[config.mk]
export PLATFORM = sky130hd
export DESIGN_NAME = branch_predictor_update
export DESIGN_NICKNAME = d
export VERILOG_FILES = /design/src/rtl/branch_predictor_update.sv
export SDC_FILE = /design/constraint.sdc
export NUM_CORES = 2
export LEC_CHECK = 0
export BUFFER_PORTS_ARGS = -buffer_cell sky130_fd_sc_hd__buf_2
export CELL_PAD_IN_SITES_DETAIL_PLACEMENT = 1
export CELL_PAD_IN_SITES_GLOBAL_PLACEMENT = 2
export CORE_MARGIN = 2
export CORE_UTILIZATION = 42
export DETAILED_ROUTE_END_ITERATION = 8
export GPL_TIMING_DRIVEN = 0
export PLACE_DENSITY_LB_ADDON = 0.1
export SYNTH_ARGS = -nofsm -noshare
export SYNTH_HDL_FRONTEND = slang
export SYNTH_SLANG_ARGS = --single-unit
export TNS_END_PERCENT = 30
[constraint.sdc]
create_clock -name clk -period 12.1 [get_ports clk]
set_input_delay 0.605 -clock clk [delete_from_list [all_inputs] [get_ports clk]]
set_output_delay 0.605 -clock clk [all_outputs]
set_load 0.02 [all_outputs]
[src/rtl/branch_predictor_update.sv]
// Dual-bank direct-mapped BTB with 2-bit counters; one 8-byte fetch packet per lookup.
// Optional BPU_STAT_EN adds update/mispredict statistic counters.
module branch_predictor_update #(
  parameter int IDX_W = 5,
  parameter int TAG_W = 8
) (
  input  logic        clk,
  input  logic        rst,
  input  logic        if_req,
  input  logic [31:0] if_pc,
  input  logic        if_stall,
  output logic        pred_valid,
  output logic        pred_taken,
  output logic        pred_slot,
  output logic [31:0] pred_target,
  input  logic [31:0] upd_pc,
  input  logic [1:0]  upd_type,
  input  logic        upd_jump,
  input  logic [31:0] upd_target,
  input  logic        upd_mispredict
`ifdef BPU_STAT_EN
  ,
  output logic [31:0] stat_upd_cnt,
  output logic [31:0] stat_mis_cnt
`endif
);

  localparam int NUM_ENT = 1 << IDX_W;
  localparam int TAG_LO  = IDX_W + 3;

  logic             upd_active;
  logic [IDX_W-1:0] upd_idx;
  logic [TAG_W-1:0] upd_tag;
  logic [IDX_W-1:0] rd_idx;
  logic [TAG_W-1:0] rd_tag;
  logic [1:0]       slot_taken;
  logic [1:0][31:0] slot_target;

  assign upd_active = (upd_type != 2'b00);
  assign upd_idx    = upd_pc[IDX_W+2:3];
  assign upd_tag    = upd_pc[TAG_LO +: TAG_W];
  assign rd_idx     = if_pc[IDX_W+2:3];
  assign rd_tag     = if_pc[TAG_LO +: TAG_W];

  for (genvar gi = 0; gi < 2; gi++) begin : g_bank
    logic             valid_reg  [NUM_ENT];
    logic [TAG_W-1:0] tag_reg    [NUM_ENT];
    logic [1:0]       typ_reg    [NUM_ENT];
    logic [29:0]      target_reg [NUM_ENT];
    logic [1:0]       ctr_reg    [NUM_ENT];
    logic             upd_sel;
    logic             upd_hit;
    logic [1:0]       ctr_cur;
    logic             rd_hit;

    assign upd_sel = upd_active && (upd_pc[2] == 1'(gi));
    assign upd_hit = valid_reg[upd_idx] && (tag_reg[upd_idx] == upd_tag);
    assign ctr_cur = ctr_reg[upd_idx];

    always_ff @(posedge clk) begin
      if (rst) begin
        for (int i = 0; i < NUM_ENT; i++) begin
          valid_reg[i] <= 1'b0;
          ctr_reg[i]   <= 2'd0;
        end
      end else if (upd_sel) begin
        if (upd_hit) begin
          if (upd_type == 2'b01) begin
            if (upd_jump) begin
              ctr_reg[upd_idx]    <= (ctr_cur == 2'd3) ? 2'd3 : ctr_cur + 2'd1;
              target_reg[upd_idx] <= upd_target[31:2];
            end else begin
              ctr_reg[upd_idx] <= (ctr_cur == 2'd0) ? 2'd0 : ctr_cur - 2'd1;
            end
          end else begin
            ctr_reg[upd_idx]    <= 2'd3;
            target_reg[upd_idx] <= upd_target[31:2];
            typ_reg[upd_idx]    <= upd_type;
          end
        end else if (upd_jump) begin
          valid_reg[upd_idx]  <= 1'b1;
          tag_reg[upd_idx]    <= upd_tag;
          typ_reg[upd_idx]    <= upd_type;
          target_reg[upd_idx] <= upd_target[31:2];
          ctr_reg[upd_idx]    <= (upd_type == 2'b01) ? 2'd2 : 2'd3;
        end
      end
    end

    // Lookup sees the table before this cycle's update lands (read-first).
    assign rd_hit          = valid_reg[rd_idx] && (tag_reg[rd_idx] == rd_tag);
    assign slot_taken[gi]  = rd_hit && ((typ_reg[rd_idx] != 2'b01) || ctr_reg[rd_idx][1]);
    assign slot_target[gi] = {target_reg[rd_idx], 2'b00};
  end

  logic        pred_valid_reg;
  logic        pred_taken_reg;
  logic        pred_slot_reg;
  logic [31:0] pred_target_reg;

  always_ff @(posedge clk) begin
    if (rst) begin
      pred_valid_reg  <= 1'b0;
      pred_taken_reg  <= 1'b0;
      pred_slot_reg   <= 1'b0;
      pred_target_reg <= 32'd0;
    end else if (!if_stall) begin
      if (if_req) begin
        pred_valid_reg  <= 1'b1;
        pred_taken_reg  <= slot_taken[0] | slot_taken[1];
        pred_slot_reg   <= ~slot_taken[0];
        pred_target_reg <= slot_taken[0] ? slot_target[0] :
                           slot_taken[1] ? slot_target[1] : 32'd0;
      end else begin
        pred_valid_reg <= 1'b0;
      end
    end
  end

  assign pred_valid  = pred_valid_reg;
  assign pred_taken  = pred_taken_reg;
  assign pred_slot   = pred_slot_reg;
  assign pred_target = pred_target_reg;

`ifdef BPU_STAT_EN
  logic [31:0] stat_upd_reg;
  logic [31:0] stat_mis_reg;

  always_ff @(posedge clk) begin
    if (rst) begin
      stat_upd_reg <= 32'd0;
      stat_mis_reg <= 32'd0;
    end else if (upd_active) begin
      stat_upd_reg <= stat_upd_reg + 32'd1;
      if (upd_mispredict) begin
        stat_mis_reg <= stat_mis_reg + 32'd1;
      end
    end
  end

  assign stat_upd_cnt = stat_upd_reg;
  assign stat_mis_cnt = stat_mis_reg;

  logic unused_bits;
  assign unused_bits = ^{if_pc[2:0], if_pc[31:TAG_LO+TAG_W], upd_pc[1:0],
                         upd_pc[31:TAG_LO+TAG_W], upd_target[1:0]};
`else
  // Untagged PC bits alias by design; mispredict only feeds the statistics.
  logic unused_bits;
  assign unused_bits = ^{if_pc[2:0], if_pc[31:TAG_LO+TAG_W], upd_pc[1:0],
                         upd_pc[31:TAG_LO+TAG_W], upd_target[1:0], upd_mispredict};
`endif

endmodule

==> summary.md <==
| Metric | Value |
|---|---|
| Status | `complete, but fails checks` |
| Failing checks | `max-capacitance violations, max-slew violations` |
| Initial antenna violation count | `24` |
| Port Buffers | `89` |
| Worst setup SP type | `input port` |
| CP Buf/Inv Count | `7` |
| Slew headroom | `-2.08%` |
| Initial Util | `42.1%` |
| Vias per std cell | `6.20` |
| Die height | `522 um` |
| Number of synthesized flops with an enable pin | `2,688` |
| Crit-path max cell delay | `1.02 ns` |
| Post-synth top flop | `edfxtp_1` |
| CP arrival | `8.73 ns` |
| Commonest non-fill, non-tap cell in the layout | `edfxtp_1` |
| NetSw | `4.75 mW` |
| Clock power share | `43.8%` |
| Crit Path Category | `in2reg` |
| Max Slew Vio Count | `11` |
| Worst hold slack | `0.397 ns` |
| ANT nets after route | `0` |
| IO Pins | `139` |
| Total vias in the final route | `61,541` |
| Post-synthesis sequential area ratio | `73.3%` |
| Ys Warns | `0` |
| Register area | `82,700 sq um` |
| Tot Pwr | `21.2 mW` |
| # fillers | `24,111` |
| Iteration-0 DRC Markers | `6,831` |
| Critical path peak fanout | `10` |
| Clock latency at the later pin of the worst-skew pair | `0.89 ns` |
| Worst-Margin Slew | `1.53 ns` |
| Max reg flops | `1,920` |
| Synthesized instance count | `5,592` |
| DR WL/cell | `39.5 um` |
| Clock Tree Buf Depth | `4` |
| Most frequent cells in the layout | `2,688 x edfxtp_1, 789 x mux4_2, 322 x clkbuf_16` |
| FMAX | `126 MHz` |
| Synth async-reset ratio | `0%` |
| Pre-CTS setup slack | `3.41 ns` |
| Pin count of the biggest net entering global routing | `69` |
| GRT Total Usage | `28.7%` |
| H-tree depth | `5` |
| Clock sinks | `2,785` |
| CTS buffer count | `313` |
| Setup_tns | `0 ns` |
| Drt first pass iters | `7` |
| Resized cells post-CTS | `0` |
| Die W | `522 um` |
| Peak supply drop | `170 uV` |
| Power Internal | `16.4 mW` |
| Worst Setup End Kind | `flop` |
| Share of layout cells above drive strength 1 | `28.2%` |
| Multi-input combinational cell area | `28,800 sq um` |
| Clock tree from TritonCTS | `built` |
| Mean Syn Cell Area | `20.2 sq um` |
| Worst path required time | `12.89 ns` |
| Vias in the first global route | `63,531` |
| Area Growth Syn to Fin | `15.9%` |
| Root buf cell | `clkbuf_16` |
| Logic pwr share | `5.9%` |
| Slowest-stage cell, CP | `clkbuf_1` |
| Slack of the critical path | `4.16 ns` |
| Pwr Density | `162 nW/um^2` |
| Final Net Count | `6,234` |
| Finished Layout Cells | `9,925` |
| Switching part of the total | `22.4%` |
| Critical path cell sequence | `clkbuf_1 -> clkbuf_1 -> clkbuf_1 -> buf_1 -> clkbuf_1 -> clkbuf_1 -> clkbuf_1 -> mux4_2 -> mux2i_1 -> o21ai_0 -> o2bb2ai_1` |
| # setup viols final | `0` |
| Crit path top cell by count | `clkbuf_1` |
| RSZ-0062 raised after global routing | `false` |
| P_leak | `41.3 nW` |
| DP HPWL | `266 mm` |
| Core area | `267,000 sq um` |
| Endpoints failing hold | `0` |
| Clock transition at path regs | `0.06 ns` |
| CP delay by family, top | `buffers and inverters` |
| Worst Hold Class | `in2reg` |
| Synth Register Bits | `2,785` |
| DP Cell Count | `9,364` |
| Sequential share of power | `50.3%` |
| Total die area | `273,000 sq um` |
| Period Utilization, post-route | `65.6%` |
| Minimum clock period | `7.94 ns` |
| Gr ovfl total | `0` |
| Std-Cell Rows | `190` |
| Total wire length | `392 mm` |
| # DRC | `0` |
| Max capacitance violation total | `3` |
| Wire length of the first global-routing pass | `536 mm` |
| Cell variety after synth | `78` |
| GPL Wtd Cong | `0.898` |
| Post-Syn Area | `113,000 sq um` |
| Clk_skew | `0.0728 ns` |
## cell usage after synthesis (12+ instances only)
| cell | number | area, sq um |
|---|---|---|
| a211oi_1 | 25 | 188 |
| a21boi_1 | 29 | 218 |
| a21o_1 | 37 | 278 |
| a21oi_1 | 22 | 110 |
| a22oi_1 | 38 | 285 |
| buf_1 | 24 | 90.1 |
| buf_2 | 132 | 661 |
| buf_4 | 17 | 128 |
| clkbuf_1 | 205 | 769 |
| dfxtp_1 | 97 | 1940 |
| edfxtp_1 | 2688 | 80700 |
| inv_1 | 44 | 165 |
| mux2_2 | 36 | 405 |
| mux2i_1 | 281 | 2810 |
| mux4_2 | 789 | 17800 |
| nand2_1 | 118 | 443 |
| nand3_1 | 18 | 90.1 |
| nand4_1 | 12 | 75.1 |
| nor2_1 | 371 | 1390 |
| nor2b_1 | 12 | 75.1 |
| nor3_1 | 76 | 380 |
| nor3b_1 | 24 | 180 |
| nor4_1 | 33 | 206 |
| o21ai_0 | 66 | 330 |
| o22ai_1 | 154 | 963 |
| o2bb2ai_1 | 29 | 254 |
| o311ai_0 | 12 | 105 |
| xnor2_1 | 14 | 123 |
## power groups by stage
stage	registers [mW]	logic, mW	clock network [mW]
global placement	10.9	1.22	0
floorplan	10.8	0.656	0
global route	10.7	1.30	9.74
detailed placement	10.9	1.26	0
CTS	10.7	1.26	9.42
finish	10.7	1.25	9.29
## what timing repair did
| action | CTS | global route |
|---|---|---|
| endpoints found under the hold margin | 1 | 0 |
| hold buffers | 1 | 0 |
| setup buffers | 0 | 0 |
## path summary, 6_finish.rpt
path,startpoint,endpoint,slack (ns),cells past startpoint
setup reg to reg,g_bank[0].tag_reg[7][5],g_bank[0].target_reg[27][15],6.02,11
hold / removal,upd_type[1],g_bank[0].typ_reg[29][1],0.40,1
hold reg to reg,pred_valid,pred_valid,0.46,2
setup / recovery,if_pc[7],pred_target[7],4.16,11
## per-layer routing
| layer | wire, um | global-route usage, % | up-vias | share of wire, % |
|---|---|---|---|---|
| met3 | 21600 | 3.64 | 767 | 5.5 |
| met2 | 195000 | 48.3 | 2494 | 50 |
| met5 | 53 | 0 | - | 0.014 |
| met1 | 156000 | 37.8 | 33810 | 40 |
| met4 | 19700 | 12.3 | 8 | 5.0 |
| li1 | - | - | 24462 | - |
## metrics by stage
step | instance area, sq um | utilization, %
after floorplan | 113000 | -
after global placement | 118000 | 44.0
after detailed placement | 121000 | 45.2
after CTS | 131000 | 48.8
after global routing | 131000 | 48.8
final | 131000 | 48.9
## layout make-up
class / count / share of cell area (%)
multi-input combinational: 2373 / 22.0
clock buffer: 382 / 6.39
tap: 3552 / 3.40
clock inverter: 169 / 1.11
timing repair buffer: 222 / 2.31
antenna: 7 / 0.0134
sequential: 2785 / 63.3
inverter: 48 / 0.138
buffer: 387 / 1.36
## logic make-up after synthesis
| logic type | synth area share [%] |
|---|---|
| and+or+nand+nor | 3.04 |
| AOI/OAI and AO/OA | 3.09 |
| xor gates and xnor gates | 0.179 |
| adders and majority gates | 0.0178 |
| DFF | 73.3 |
| other | 0.00333 |
| buffers and inverters | 1.71 |
| muxes | 18.6 |
Power figures use the tool's default switching activity.
